==> config.mk <==
export PLATFORM = sky130hd
export DESIGN_NAME = ams_pwm_dac_flat
export DESIGN_NICKNAME = d
export VERILOG_FILES = /design/src/rtl/ams_pwm_dac_if.sv /design/src/rtl/ams_pwm_dac.sv /design/src/flat_wrapper.sv
export SDC_FILE = /design/constraint.sdc
export NUM_CORES = 1
export LEC_CHECK = 0
export BUFFER_PORTS_ARGS = -buffer_cell sky130_fd_sc_hd__buf_2
export CORE_UTILIZATION = 30
export CTS_CLUSTER_DIAMETER = 50
export CTS_CLUSTER_SIZE = 24
export DETAILED_ROUTE_END_ITERATION = 6
export HOLD_SLACK_MARGIN = 0.08
export PLACE_DENSITY = 0.54
export REMOVE_ABC_BUFFERS = 1
export SLEW_MARGIN = 20
export SYNTH_ARGS = -nofsm -noshare
export SYNTH_HDL_FRONTEND = slang
export SYNTH_SLANG_ARGS = --single-unit
==> constraint.sdc <==
create_clock -name clk_i -period 3.3 [get_ports clk_i]
set_input_delay 0.495 -clock clk_i [delete_from_list [all_inputs] [get_ports clk_i]]
set_output_delay 0.495 -clock clk_i [all_outputs]
set_load 0.01 [all_outputs]
==> src/rtl/ams_pwm_dac_if.sv <==
// ams_pwm_dac_if -- channel bus between the AMS register block and one PWM DAC.
//   cfg_i   : 24-bit DAC word {base[7:0], dither[15:0]} from the register block
//   pwm_o   : registered one-bit PWM stream to the pad
//   frame_o : one-cycle pulse marking the first pwm_o sample of each 16-period frame
// master = register-block side (drives cfg_i), slave = the DAC (drives pwm_o/frame_o).
interface ams_pwm_dac_if;
  logic [23:0] cfg_i;
  logic        pwm_o;
  logic        frame_o;

  modport master (output cfg_i, input pwm_o, input frame_o);
  modport slave  (input cfg_i, output pwm_o, output frame_o);
endinterface

==> src/rtl/ams_pwm_dac.sv <==
// ams_pwm_dac -- dithered PWM DAC, one instance per analog channel.
//   Each 24-bit word = 8-bit base high count + 16-bit dither sequence. Every
//   period is FULL cycles long; period k of a 16-period frame is high for
//   base + dither[k] cycles (saturating at FULL), giving sub-LSB average
//   resolution after the external RC filter.
// Ports:
//   clk_i  : ADC-domain clock (cfg_i is already in this domain)
//   rstn_i : asynchronous active-low reset
//   bus    : ams_pwm_dac_if.slave {cfg_i in, pwm_o out, frame_o out}
// Parameter FULL: period length in clk_i cycles, 2..255 (8-bit counter).
module ams_pwm_dac #(
  parameter int unsigned FULL = 156
) (
  input logic          clk_i,
  input logic          rstn_i,
  ams_pwm_dac_if.slave bus
);

  localparam logic [7:0] LAST = 8'(FULL - 1);

  logic [7:0]  vcnt;     // position within the period
  logic [3:0]  bcnt;     // period index within the frame
  logic [7:0]  base_s;   // shadow of cfg_i[23:16]
  logic [15:0] seq_s;    // shadow of cfg_i[15:0]
  logic [8:0]  thr;      // high count for the current period, 0..256
  logic        pwm_q;
  logic        frame_q;
  logic        period_end;
  logic        frame_end;

  assign period_end = (vcnt == LAST);
  assign frame_end  = period_end && (bcnt == 4'hF);

  // Nine bits so base 255 plus a dither bit cannot wrap; any thr >= FULL
  // simply keeps the compare true for the whole period.
  assign thr = {1'b0, base_s} + {8'd0, seq_s[bcnt]};

  always_ff @(posedge clk_i or negedge rstn_i) begin
    if (!rstn_i) begin
      vcnt    <= '0;
      bcnt    <= '0;
      base_s  <= '0;
      seq_s   <= '0;
      pwm_q   <= 1'b0;
      frame_q <= 1'b0;
    end else begin
      vcnt <= period_end ? 8'd0 : vcnt + 8'd1;
      if (period_end) bcnt <= bcnt + 4'd1;

      // Capture only at the frame boundary so a word never tears a frame;
      // the new value first drives pwm_q on the following edge.
      if (frame_end) begin
        base_s <= bus.cfg_i[23:16];
        seq_s  <= bus.cfg_i[15:0];
      end

      pwm_q   <= ({1'b0, vcnt} < thr);
      frame_q <= (vcnt == 8'd0) && (bcnt == 4'd0);
    end
  end

  assign bus.pwm_o   = pwm_q;
  assign bus.frame_o = frame_q;

endmodule

==> src/flat_wrapper.sv <==
// flat-port wrapper written by rule: the top's interface ports become plain ports
module ams_pwm_dac_flat 
#(
  parameter int unsigned FULL = 156
)
  (clk_i, rstn_i, bus_cfg_i, bus_pwm_o, bus_frame_o);
  ams_pwm_dac_if bus_i ();
  input logic clk_i;
  input logic rstn_i;
  input wire logic [$bits(bus_i.cfg_i)-1:0] bus_cfg_i;
  output wire logic [$bits(bus_i.pwm_o)-1:0] bus_pwm_o;
  output wire logic [$bits(bus_i.frame_o)-1:0] bus_frame_o;
  assign bus_i.cfg_i = bus_cfg_i;
  assign bus_pwm_o = bus_i.pwm_o;
  assign bus_frame_o = bus_i.frame_o;
  ams_pwm_dac #(.FULL(FULL)) u_core (.clk_i(clk_i), .rstn_i(rstn_i), .bus(bus_i));
endmodule
==> impl_metrics.csv, run 1 <==
group,metric,value,unit
timing,fin_tns_setup,0,ns
placed_design,dp_hpwl,2506,microns
floorplan,ios,28,
yosys,ys_ff_latch,38,
global_route,grt.overflow.total,0,
timing,slew_violations,0,
yosys,ys_types,35,
cells_and_area,drive_gt1_share,26.67,%
timing,worst_pin_slew,0.8460,ns
timing,post-route-min-period,3.025,ns
timing,fin_skew,0.006188,ns
setup_path,crit_end,"u_core.bus.pwm_o$_DFF_PN0_",
floorplan,floorplan.die.height,83.00,microns
power_and_ir_drop,max-vdd-ir-drop,0.0001850,V
yosys,synthesis.area,0.001968,sq mm
setup_path,setup.worst_path.start,"u_core.bcnt[0]$_DFFE_PN0N_",
detailed_routing,drt-initial-drc-count,12,
clock_tree,clock_latency,0.29,ns
cells_and_area,antennaDiodeCount,0,
yosys,yosysWarnings,0,
timing,hold_violations,0,
detailed_routing,wl_per_cell,12.56,microns
setup_path,reg2regPathDepth,14,
setup_path,slowest_stage,"mux4_2",
setup_path,ff2ff_setup_slack,0.27,ns
setup_path,crit_type,"reg2reg",
setup_path,cp-end-kind,"flop",
timing,setup_viol,0,
detailed_routing,drcViolationCount,0,
setup_path,cp.arrival,3.25,ns
placed_design,gp_congestion,0.7612,
timing,rsz0062_at_grt,"false",
clock_tree,cts_hold_buf,0,
timing,maxSlewHeadroom,43.60,%
yosys,syn-instance-count,160,
power_and_ir_drop,switching_share,20.77,%
yosys,avgSynthCellArea,12.30,sq um
setup_path,required,3.53,ns
power_and_ir_drop,power_per_cell_area,352.5,mW/mm^2
setup_path,crit_top_cell,"ha_1",
power_and_ir_drop,pwr-share-clk,40.0,%
timing,fmax,330.5,MHz
setup_path,rr_startpoint,"u_core.bcnt[0]$_DFFE_PN0N_",
cells_and_area,layout_commonest_cell,"dfrtp_1",
power_and_ir_drop,p_int,0.0006443,W
power_and_ir_drop,combPwrFrac,2.8,%
detailed_routing,wl,3417,microns
clock_tree,clk_path_buf_depth,2,
power_and_ir_drop,power_frac_seq,57.2,%
clock_tree,numCtsBuffers,5,
detailed_routing,dr_total_vias,1285,
global_route,grt_max_degree,39,
floorplan,fp.coreArea,0.006350,sq mm
flow_run,cap_violations,0,
cells_and_area,area_growth,17.23,%
floorplan,start_util,31.00,%
cells_and_area,fin_util,36.34,%
timing,period_share,91.68,%
status,status,"finished, final reports clean",
floorplan,fp.dieW,83.00,microns
placed_design,place_ws,0.1467,ns
detailed_routing,viasPerCell,4.724,
power_and_ir_drop,p_leak,1.135,nW
cells_and_area,mostFrequentLayoutCells,"dfrtp_1, buf_2, mux2_1",
clock_tree,cts.sinks,38,
yosys,ys_seq_area_share,48.32,%
timing,final.setup.worst_slack,0.2746,ns
cells_and_area,nFillCells,622,
setup_path,slowest_delay,0.47,ns
detailed_routing,antenna_left,0,
power_and_ir_drop,switchingPower,0.0001689,W
placed_design,port_buffers,27,
clock_tree,cts_tree,"done",
global_route,grt_pass1_vias,1314,
clock_tree,cts.clk_slew.worst_paths,0.07,ns
setup_path,path_max_fanout,6,
global_route,track_usage,11.22,%
clock_tree,root_buffer,"clkbuf_8",
global_route,grt_pass1_wl,6175,microns
floorplan,die_area,0.006888,sq mm
setup_path,r2r-end,"u_core.bus.pwm_o$_DFF_PN0_",
setup_path,start_kind,"flop",
clock_tree,cts_max_level,2,
detailed_routing,drt_pass1_iterations,4,
hold_path,hold_class,"in2async",
setup_path,path_cells,"buf_4, mux4_2, a22oi_1, nand2_1, ha_1, ha_1, nand4_1, xor2_1, ha_1, a21oi_1, nor2b_1, a2111oi_2, o21ai_0, nand2_1",
floorplan,rows,29,
global_route,antenna_found_initial,0,
cells_and_area,final_nets,234,
==> registers in the layout, indices dropped and copies added, names as in the netlist <==
name / flops
u_core.bus.pwm_o: 1
u_core.seq_s: 16
u_core.bus.frame_o: 1
u_core.base_s: 8
u_core.vcnt: 8
u_core.bcnt: 4
==> final cells by class <==
| class | instances | area (sq um) | area share (%) |
|---|---|---|---|
| multi-input cells | 111 | 968.4 | 41.97 |
| flip-flops and latches | 38 | 952.2 | 41.27 |
| repair buffers | 33 | 180.2 | 7.809 |
| well taps | 77 | 96.34 | 4.176 |
| clock buffers | 7 | 86.33 | 3.742 |
| inverters | 5 | 18.77 | 0.8135 |
| clock inverters | 1 | 5.005 | 0.2169 |
==> worst max-delay path, delay by kind of cell, from the launching register on <==
kind / cells / cell delay, ns
compound gates: 4 / 0.78
xor+xnor: 1 / 0.15
fa+ha+maj: 3 / 0.67
buf+inv: 1 / 0.13
flops: 1 / 0.41
mux: 1 / 0.47
simple gates: 4 / 0.35
==> timing repair <==
item                                    CTS  global route
endpoints found under the setup margin    0             1
gates resized for setup                   0             4
setup buffers                             0             3
==> synth_stat cells <==
cell | number | area [sq um]
dfrtp_1 | 38 | 950.9
mux2_1 | 20 | 225.2
ha_1 | 14 | 175.2
nand2_1 | 9 | 33.78
xnor2_1 | 8 | 70.07
xor2_1 | 7 | 61.31
inv_1 | 5 | 18.77
mux2_2 | 5 | 56.30
nand3_1 | 5 | 25.02
nor2_1 | 5 | 18.77
o21ai_0 | 5 | 25.02
nand4_1 | 4 | 25.02
a21oi_1 | 3 | 15.01
nor2b_1 | 3 | 18.77
a31oi_1 | 2 | 12.51
and3_1 | 2 | 12.51
and4_1 | 2 | 17.52
buf_6 | 2 | 22.52
clkbuf_1 | 2 | 7.510
mux2i_1 | 2 | 20.02
mux4_2 | 2 | 45.04
nand2b_1 | 2 | 12.51
a2111oi_0 | 1 | 8.760
a211oi_1 | 1 | 7.510
a21o_1 | 1 | 7.510
a22oi_1 | 1 | 7.510
a311oi_1 | 1 | 8.760
and2_1 | 1 | 6.260
buf_2 | 1 | 5.000
buf_4 | 1 | 7.510
nor3_1 | 1 | 5.000
nor4_1 | 1 | 6.260
nor4_2 | 1 | 12.51
nor4bb_1 | 1 | 10.01
or2_2 | 1 | 6.260
==> per-layer routing <==
metal / GRT usage (%) / vias to the layer above / part of all wire, %
met5: 0 / - / 0
met4: 4.702 / 0 / 2.3
met3: 2.982 / 10 / 3.4
met2: 17.21 / 26 / 45
met1: 14.99 / 613 / 50
li1: - / 636 / -
==> cells by family after synthesis <==
group | after synthesis | share of synthesized area [%]
xor+xnor | 15 | 6.675
flops | 38 | 48.32
buf+inv | 11 | 3.115
fa+ha+maj | 14 | 8.900
compound gates | 15 | 4.704
simple gates | 38 | 10.68
mux | 29 | 17.61
==> power groups by stage <==
| stage | registers (W) | logic, W | clock network [W] |
|---|---|---|---|
| global route | 0.000465 | 0.0000269 | 0.000357 |
| finish | 0.000465 | 0.0000227 | 0.000325 |
| CTS | 0.000465 | 0.0000238 | 0.000340 |
| detailed placement | 0.000474 | 0.0000237 | 0 |
| floorplan | 0.000475 | 0.000000264 | 0 |
| global placement | 0.000474 | 0.0000239 | 0 |
==> metrics by stage <==
stage	total power, W	hold WS, ns	std cells	cell area (sq um)
after floorplan	0.0004749	0.1994	154	1926
after global placement	0.0004983	0.4726	261	2180
after detailed placement	0.0004982	0.4796	261	2180
after CTS	0.0008289	0.3294	269	2271
after global routing	0.0008494	0.3757	272	2307
final	0.0008132	0.3115	272	2307
==> how the worst min path moves through the flow <==
stage | startpoint | endpoint | slack [ns]
CTS | rstn_i | u_core.base_s[2]$_DFFE_PN0P_ | 0.33
global placement | u_core.seq_s[4]$_DFFE_PN0P_ | u_core.seq_s[4]$_DFFE_PN0P_ | 0.47
floorplan | rstn_i | u_core.base_s[0]$_DFFE_PN0P_ | 0.20
finish | rstn_i | u_core.bcnt[3]$_DFFE_PN0N_ | 0.31
detailed placement | u_core.seq_s[11]$_DFFE_PN0P_ | u_core.seq_s[11]$_DFFE_PN0P_ | 0.48
global route | rstn_i | u_core.seq_s[10]$_DFFE_PN0P_ | 0.38
Note: power is estimated with default switching activity, not from simulation.
==> run 2: changes to the inputs <==
--- a/config.mk
+++ b/config.mk
@@ -12,6 +12,7 @@
 export DETAILED_ROUTE_END_ITERATION = 6
 export HOLD_SLACK_MARGIN = 0.08
 export PLACE_DENSITY = 0.54
+export RECOVER_POWER = 100
 export REMOVE_ABC_BUFFERS = 1
 export SLEW_MARGIN = 20
 export SYNTH_ARGS = -nofsm -noshare
==> constraint.sdc (replaced) <==
create_clock -name clk_i -period 3.3 [get_ports clk_i]
set_input_delay 0.66 -clock clk_i [delete_from_list [all_inputs] [get_ports clk_i]]
set_output_delay 0.66 -clock clk_i [all_outputs]
set_load 0.01 [all_outputs]
==> run 2 against run 1 <==
Against the previous run: the flow now finishes with violations (max-capacitance violations, max-slew violations); final cell count is the same; die area is the same; non-clock buffer count did not move; total power barely moved; sequential power hardly changed; utilization shrank 0.26 points; highest routed layer unchanged; global-route usage did not move; sequential cell count unchanged; clock skew grew 0.00050 ns.
==> impl_metrics.csv, run 2 (synthesis results as in run 1) <==
group,metric,value,unit
global_route,antenna_found_initial,0,
timing,fmax,330.7,MHz
power_and_ir_drop,p_leak,1.119,nW
setup_path,slowest_delay,0.47,ns
setup_path,required,3.53,ns
power_and_ir_drop,power_frac_seq,57.2,%
cells_and_area,drive_gt1_share,24.10,%
setup_path,slowest_stage,"mux4_2",
cells_and_area,nFillCells,628,
hold_path,hold_class,"reg2reg",
global_route,grt_pass1_vias,1314,
global_route,grt_pass1_wl,6175,microns
floorplan,start_util,31.00,%
cells_and_area,layout_commonest_cell,"dfrtp_1",
flow_run,cap_violations,1,
floorplan,rows,29,
clock_tree,cts_tree,"done",
timing,slew_violations,39,
detailed_routing,antenna_left,0,
setup_path,rr_startpoint,"u_core.bcnt[0]$_DFFE_PN0N_",
setup_path,cp.buffers_inverters,1,
detailed_routing,dr_total_vias,1289,
setup_path,setup.worst_path.start,"u_core.bcnt[0]$_DFFE_PN0N_",
power_and_ir_drop,switchingPower,0.0001691,W
cells_and_area,mostFrequentLayoutCells,"dfrtp_1, buf_2, mux2_1",
timing,worst_pin_slew,2.028,ns
cells_and_area,area_growth,16.40,%
floorplan,floorplan.die.height,83.00,microns
clock_tree,clock_latency,0.29,ns
placed_design,gp_congestion,0.7612,
timing,fin_skew,0.006691,ns
timing,fin_tns_setup,0,ns
setup_path,cp.depth,14,
cells_and_area,antennaDiodeCount,0,
timing,maxSlewHeadroom,-35.22,%
setup_path,path_cells,"buf_4, mux4_2, a22oi_1, nand2_1, ha_1, ha_1, nand4_1, xor2_1, ha_1, a21oi_1, nor2b_1, a2111oi_2, o21ai_0, nand2_1",
setup_path,path_max_fanout,6,
global_route,grt.overflow.total,0,
detailed_routing,viasPerCell,4.739,
setup_path,start_kind,"flop",
detailed_routing,wl_per_cell,12.61,microns
detailed_routing,wl,3429,microns
placed_design,port_buffers,27,
power_and_ir_drop,max-vdd-ir-drop,0.0001850,V
clock_tree,clk_path_buf_depth,2,
setup_path,cp.arrival,3.25,ns
timing,rsz0062_at_grt,"false",
cells_and_area,fin_cells,272,
timing,hold_violations,0,
setup_path,crit_end,"u_core.bus.pwm_o$_DFF_PN0_",
timing,setup_viol,0,
placed_design,dp_hpwl,2506,microns
global_route,track_usage,11.22,%
global_route,grt_max_degree,39,
setup_path,ff2ff_setup_slack,0.28,ns
status,violations,"max-capacitance violations, max-slew violations",
floorplan,fp.coreArea,0.006350,sq mm
cells_and_area,largest_register_ffs,16,
placed_design,placed_cells,261,
cells_and_area,final_nets,234,
power_and_ir_drop,p_int,0.0006441,W
power_and_ir_drop,combPwrFrac,2.8,%
clock_tree,cts_max_level,2,
power_and_ir_drop,switching_share,20.79,%
clock_tree,cts.clk_slew.worst_paths,0.07,ns
setup_path,reg2regPathDepth,14,
floorplan,ios,28,
setup_path,path_delay_family,"compound AO/OA/AOI/OAI gates",
detailed_routing,drcViolationCount,0,
floorplan,die_area,0.006888,sq mm
clock_tree,numCtsBuffers,5,
floorplan,fp.dieW,83.00,microns
setup_path,crit_top_cell,"ha_1",
power_and_ir_drop,power_per_cell_area,354.9,mW/mm^2
setup_path,cp-end-kind,"flop",
clock_tree,cts.sinks,38,
timing,period_share,91.63,%
cells_and_area,largest-register,"u_core.seq_s",
cells_and_area,reg_top3,"u_core.seq_s (16), u_core.base_s (8), u_core.vcnt (8)",
detailed_routing,drt-initial-drc-count,22,
clock_tree,root_buffer,"clkbuf_8",
detailed_routing,drt_pass1_iterations,4,
setup_path,crit_type,"reg2reg",
power_and_ir_drop,pwr-share-clk,40.0,%
status,status,"finished, violations left",
timing,post-route-min-period,3.024,ns
setup_path,r2r-end,"u_core.bus.pwm_o$_DFF_PN0_",
-- run 2: changes by cell type in the layout (fill, tap and decap cells not counted), sizes merged --
cell,previous run,this run
clkbuf,7,12
buf,33,28
-- run 2: worst register-to-register path, cell delays in order (launching register included) --
cell and delay [ns]:
dfrtp_2 0.41, buf_4 0.13, mux4_2 0.48, a22oi_1 0.19
nand2_1 0.10, ha_1 0.19, ha_1 0.23, nand4_1 0.12
xor2_1 0.15, ha_1 0.25, a21oi_1 0.15, nor2b_1 0.06
a2111oi_2 0.31, o21ai_0 0.13, nand2_1 0.07
-- run 2: power by group through the flow --
stage               clock network (W)  registers [W]     logic, W
detailed placement                  0       0.000474    0.0000237
finish                       0.000325       0.000466    0.0000224
floorplan                           0       0.000475  0.000000264
global route                 0.000357       0.000465    0.0000266
CTS                          0.000340       0.000465    0.0000238
global placement                    0       0.000474    0.0000239
-- run 2: worst min path at each step --
| stage | cells after the start | endpoint | start | slack, ns |
|---|---|---|---|---|
| finish | 1 | u_core.seq_s[11]$_DFFE_PN0P_ | u_core.seq_s[11]$_DFFE_PN0P_ | 0.50 |
| detailed placement | 1 | u_core.seq_s[11]$_DFFE_PN0P_ | u_core.seq_s[11]$_DFFE_PN0P_ | 0.48 |
| floorplan | 0 | u_core.base_s[0]$_DFFE_PN0P_ | rstn_i | 0.36 |
| global route | 1 | u_core.seq_s[5]$_DFFE_PN0P_ | u_core.seq_s[5]$_DFFE_PN0P_ | 0.52 |
| global placement | 1 | u_core.seq_s[4]$_DFFE_PN0P_ | u_core.seq_s[4]$_DFFE_PN0P_ | 0.47 |
| CTS | 1 | u_core.base_s[2]$_DFFE_PN0P_ | rstn_i | 0.49 |
-- run 2: stage by stage --
| step | hold slack, ns | area [sq um] | total power, W | util [%] | worst slack, ns |
|---|---|---|---|---|---|
| 6_report | 0.4955 | 2291 | 0.0008132 | 36.08 | 0.2763 |
| 5_1_grt | 0.5151 | 2291 | 0.0008492 | 36.08 | 0.01767 |
| 4_1_cts | 0.4944 | 2271 | 0.0008289 | 35.76 | 0.1336 |
| 3_5_place_dp | 0.4796 | 2180 | 0.0004982 | 34.33 | 0.1467 |
| 3_3_place_gp | 0.4726 | 2180 | 0.0004983 | 34.33 | 0.2363 |
| 2_1_floorplan | 0.3644 | 1926 | 0.0004749 | - | 0.3327 |
-- run 2: area by class of cell --
| cell class | count | area, sq um | share of cell area [%] |
|---|---|---|---|
| timing repair buffer | 33 | 170.2 | 7.428 |
| multi-input combinational | 111 | 962.2 | 42.00 |
| clock inverter | 1 | 5.005 | 0.2185 |
| tap | 77 | 96.34 | 4.205 |
| clock buffer | 7 | 86.33 | 3.768 |
| inverter | 5 | 18.77 | 0.8192 |
| sequential | 38 | 952.2 | 41.56 |
-- run 2: repair_timing --
action / CTS / global route
endpoints found under the setup margin: 0 / 1
endpoints found under the hold margin: 0 / 0
buffers inserted: 0 / 3
resized for setup: 0 / 4
hold buffers: 0 / 0
-- run 2: per-layer routing --
| metal | share of wire, % | vias up | GRT usage [%] | routed length (microns) |
|---|---|---|---|---|
| li1 | - | 634 | - | - |
| met1 | 50 | 617 | 14.99 | 1715 |
| met2 | 44 | 28 | 17.21 | 1514 |
| met3 | 3.5 | 10 | 2.982 | 120 |
| met4 | 2.3 | 0 | 4.702 | 78 |
| met5 | 0 | - | 0 | 0 |
==> run 3: changes to the inputs <==
--- a/config.mk
+++ b/config.mk
@@ -10,10 +10,12 @@
 export CTS_CLUSTER_DIAMETER = 50
 export CTS_CLUSTER_SIZE = 24
 export DETAILED_ROUTE_END_ITERATION = 6
+export GPL_ROUTABILITY_DRIVEN = 0
 export HOLD_SLACK_MARGIN = 0.08
-export PLACE_DENSITY = 0.54
+export PLACE_DENSITY = 0.56
 export RECOVER_POWER = 100
 export REMOVE_ABC_BUFFERS = 1
+export SETUP_SLACK_MARGIN = 0.1
 export SLEW_MARGIN = 20
 export SYNTH_ARGS = -nofsm -noshare
 export SYNTH_HDL_FRONTEND = slang
==> constraint.sdc (replaced) <==
create_clock -name clk_i -period 2.6 [get_ports clk_i]
set_input_delay 0.52 -clock clk_i [delete_from_list [all_inputs] [get_ports clk_i]]
set_output_delay 0.52 -clock clk_i [all_outputs]
set_load 0.01 [all_outputs]
==> run 3 against run 2 <==
Against the previous run: the run ends with max-capacitance violations, max-slew violations, negative setup slack left; worst hold slack worse by 0.058 ns; clock power up 31%; sequential power up 27%; sequential share of layout area down 2.1 points; non-clock buffer count up 8; register-to-register slack worse by 0.56 ns; critical endpoint unchanged.
==> impl_metrics.csv, run 3 (synthesis results as in run 1) <==
group,metric,value,unit
status,status,"finished, violations left",
status,violations,"max-capacitance violations, max-slew violations, negative setup slack",
detailed_routing,dr_total_vias,1329,
timing,setup_viol,1,
detailed_routing,drcViolationCount,0,
cells_and_area,nFillCells,620,
detailed_routing,wl_per_cell,13.05,microns
setup_path,ff2ff_setup_slack,-0.28,ns
timing,rsz0062_at_grt,"true",
global_route,grt_pass1_vias,1357,
global_route,met2_usage,19.00,%
timing,fin_skew,0.004454,ns
global_route,met1_usage,14.72,%
placed_design,port_buffers,27,
hold_path,hold_class,"in2reg",
detailed_routing,drt_pass1_iterations,4,
setup_path,cp-end-kind,"flop",
clock_tree,cts.clk_slew.worst_paths,0.08,ns
setup_path,r2r-end,"u_core.bus.pwm_o$_DFF_PN0_",
global_route,grt.overflow.total,0,
cells_and_area,multi_input_area,0.001003,sq mm
floorplan,fp.dieW,83.00,microns
setup_path,cp.arrival,3.11,ns
clock_tree,cts.sinks,38,
flow_run,cap_violations,1,
cells_and_area,final_nets,242,
setup_path,path_max_fanout,5,
cells_and_area,area_growth,22.57,%
hold_path,holdPathEnd,"u_core.seq_s[8]$_DFFE_PN0P_",
timing,final.setup.worst_slack,-0.2829,ns
timing,hold_violations,0,
setup_path,required,2.83,ns
detailed_routing,viasPerCell,4.746,
detailed_routing,antenna_left,0,
clock_tree,clock_latency,0.29,ns
cells_and_area,mostFrequentLayoutCells,"dfrtp_1, buf_2, mux2_1",
power_and_ir_drop,p_leak,1.160,nW
floorplan,die_area,0.006888,sq mm
timing,maxSlewHeadroom,-33.73,%
global_route,track_usage,11.69,%
placed_design,place_area,0.002247,sq mm
timing,fmax,346.9,MHz
setup_path,crit_type,"reg2reg",
power_and_ir_drop,power_per_cell_area,433.4,mW/mm^2
clock_tree,numCtsBuffers,5,
cells_and_area,largest_register_ffs,16,
floorplan,fp.coreArea,0.006350,sq mm
cells_and_area,regArea,952.2,sq um
floorplan,start_util,31.00,%
clock_tree,root_buffer,"clkbuf_8",
floorplan,ios,28,
detailed_routing,drt-initial-drc-count,42,
timing,worst_pin_slew,2.006,ns
global_route,antenna_found_initial,0,
cells_and_area,drive_gt1_share,31.53,%
timing,post-route-min-period,2.883,ns
cells_and_area,layout_commonest_cell,"dfrtp_1",
clock_tree,cts_max_level,2,
cells_and_area,fin_util,37.99,%
cells_and_area,design_area,0.002412,sq mm
setup_path,start_kind,"flop",
global_route,grtUsageMet3,3.479,%
global_route,busiest_layer,"met2",
timing,fin_tns_setup,-0.2829,ns
setup_path,reg2regPathDepth,15,
setup_path,rr_startpoint,"u_core.bcnt[0]$_DFFE_PN0N_",
cells_and_area,largest-register,"u_core.seq_s",
cells_and_area,reg_top3,"u_core.seq_s (16), u_core.base_s (8), u_core.vcnt (8)",
timing,slew_violations,39,
hold_path,min_from,"bus_cfg_i[8]",
cells_and_area,antennaDiodeCount,0,
detailed_routing,wl,3655,microns
power_and_ir_drop,total_power,0.001046,W
hold_path,min_path_cells,2,
floorplan,floorplan.die.height,83.00,microns
timing,period_share,110.9,%
global_route,grt_pass1_wl,6437,microns
clock_tree,clk_path_buf_depth,2,
clock_tree,cts_tree,"done",
global_route,grt_max_degree,39,
timing,worst_hold_slack,0.4376,ns
clock_tree,cts_hold_buf,0,
placed_design,dp_hpwl,2647,microns
floorplan,rows,29,
power_and_ir_drop,max-vdd-ir-drop,0.0003394,V
run 3: changes by cell type in the layout (fill, tap and decap cells not counted), sizes merged:
cell,previous run,this run
clkinvlp,0,1
buf,28,35
run 3: routing by layer:
metal,routed length (microns),vias up
li1,-,654
met1,1689,638
met2,1750,31
met3,171,6
met4,44,0
met5,0,-
run 3: cell type report:
class	count	share of cell area, %
multi-input combinational	111	41.60
sequential	38	39.47
timing repair buffer	41	10.22
tap	77	3.994
clock buffer	6	3.423
inverter	5	0.7780
clock inverter	2	0.5187
run 3: how the worst max path moves through the flow:
stage | startpoint | to | depth (start not counted)
after global placement | u_core.bcnt[0]$_DFFE_PN0N_ | u_core.bus.pwm_o$_DFF_PN0_ | 16
final | u_core.bcnt[0]$_DFFE_PN0N_ | u_core.bus.pwm_o$_DFF_PN0_ | 15
after floorplan | u_core.bcnt[0]$_DFFE_PN0N_ | u_core.bus.pwm_o$_DFF_PN0_ | 13
after CTS | u_core.bcnt[0]$_DFFE_PN0N_ | u_core.bus.pwm_o$_DFF_PN0_ | 15
after global routing | u_core.bcnt[0]$_DFFE_PN0N_ | u_core.bus.pwm_o$_DFF_PN0_ | 15
after detailed placement | u_core.bcnt[0]$_DFFE_PN0N_ | u_core.bus.pwm_o$_DFF_PN0_ | 16
run 3: critical path, cell delays in order (launching register included):
cell,delay [ns]
dfrtp_2,0.45
buf_6,0.15
mux2i_2,0.15
a311oi_2,0.34
a22oi_2,0.13
nand2_1,0.10
ha_2,0.19
ha_4,0.12
nand4_1,0.10
xor2_1,0.16
ha_1,0.32
a21oi_2,0.12
nor2b_1,0.06
a2111oi_2,0.26
o21ai_1,0.10
nand2_1,0.07
run 3: through the flow:
| step | cells | setup slack, ns |
|---|---|---|
| global route | 280 | -0.4884 |
| CTS | 279 | -0.2984 |
| floorplan | 154 | -0.3673 |
| global placement | 270 | -0.4000 |
| finish | 280 | -0.2829 |
| detailed placement | 270 | -0.4603 |
run 3: where the power goes:
group / leakage [nW] / internal (W) / switching, W / total [W]
Sequential: 0.515 / 0.000591 / 0 / 0.000591
Combinational: 0.598 / 0.0000129 / 0.0000156 / 0.0000285
Clock: 0.0472 / 0.000213 / 0.000213 / 0.000427
run 3: repair_timing:
item,in CTS,in global routing
endpoints found under the setup margin,1,1
resized for setup,7,9
setup buffers,1,1
pin swaps,5,6
endpoints found under the hold margin,0,0
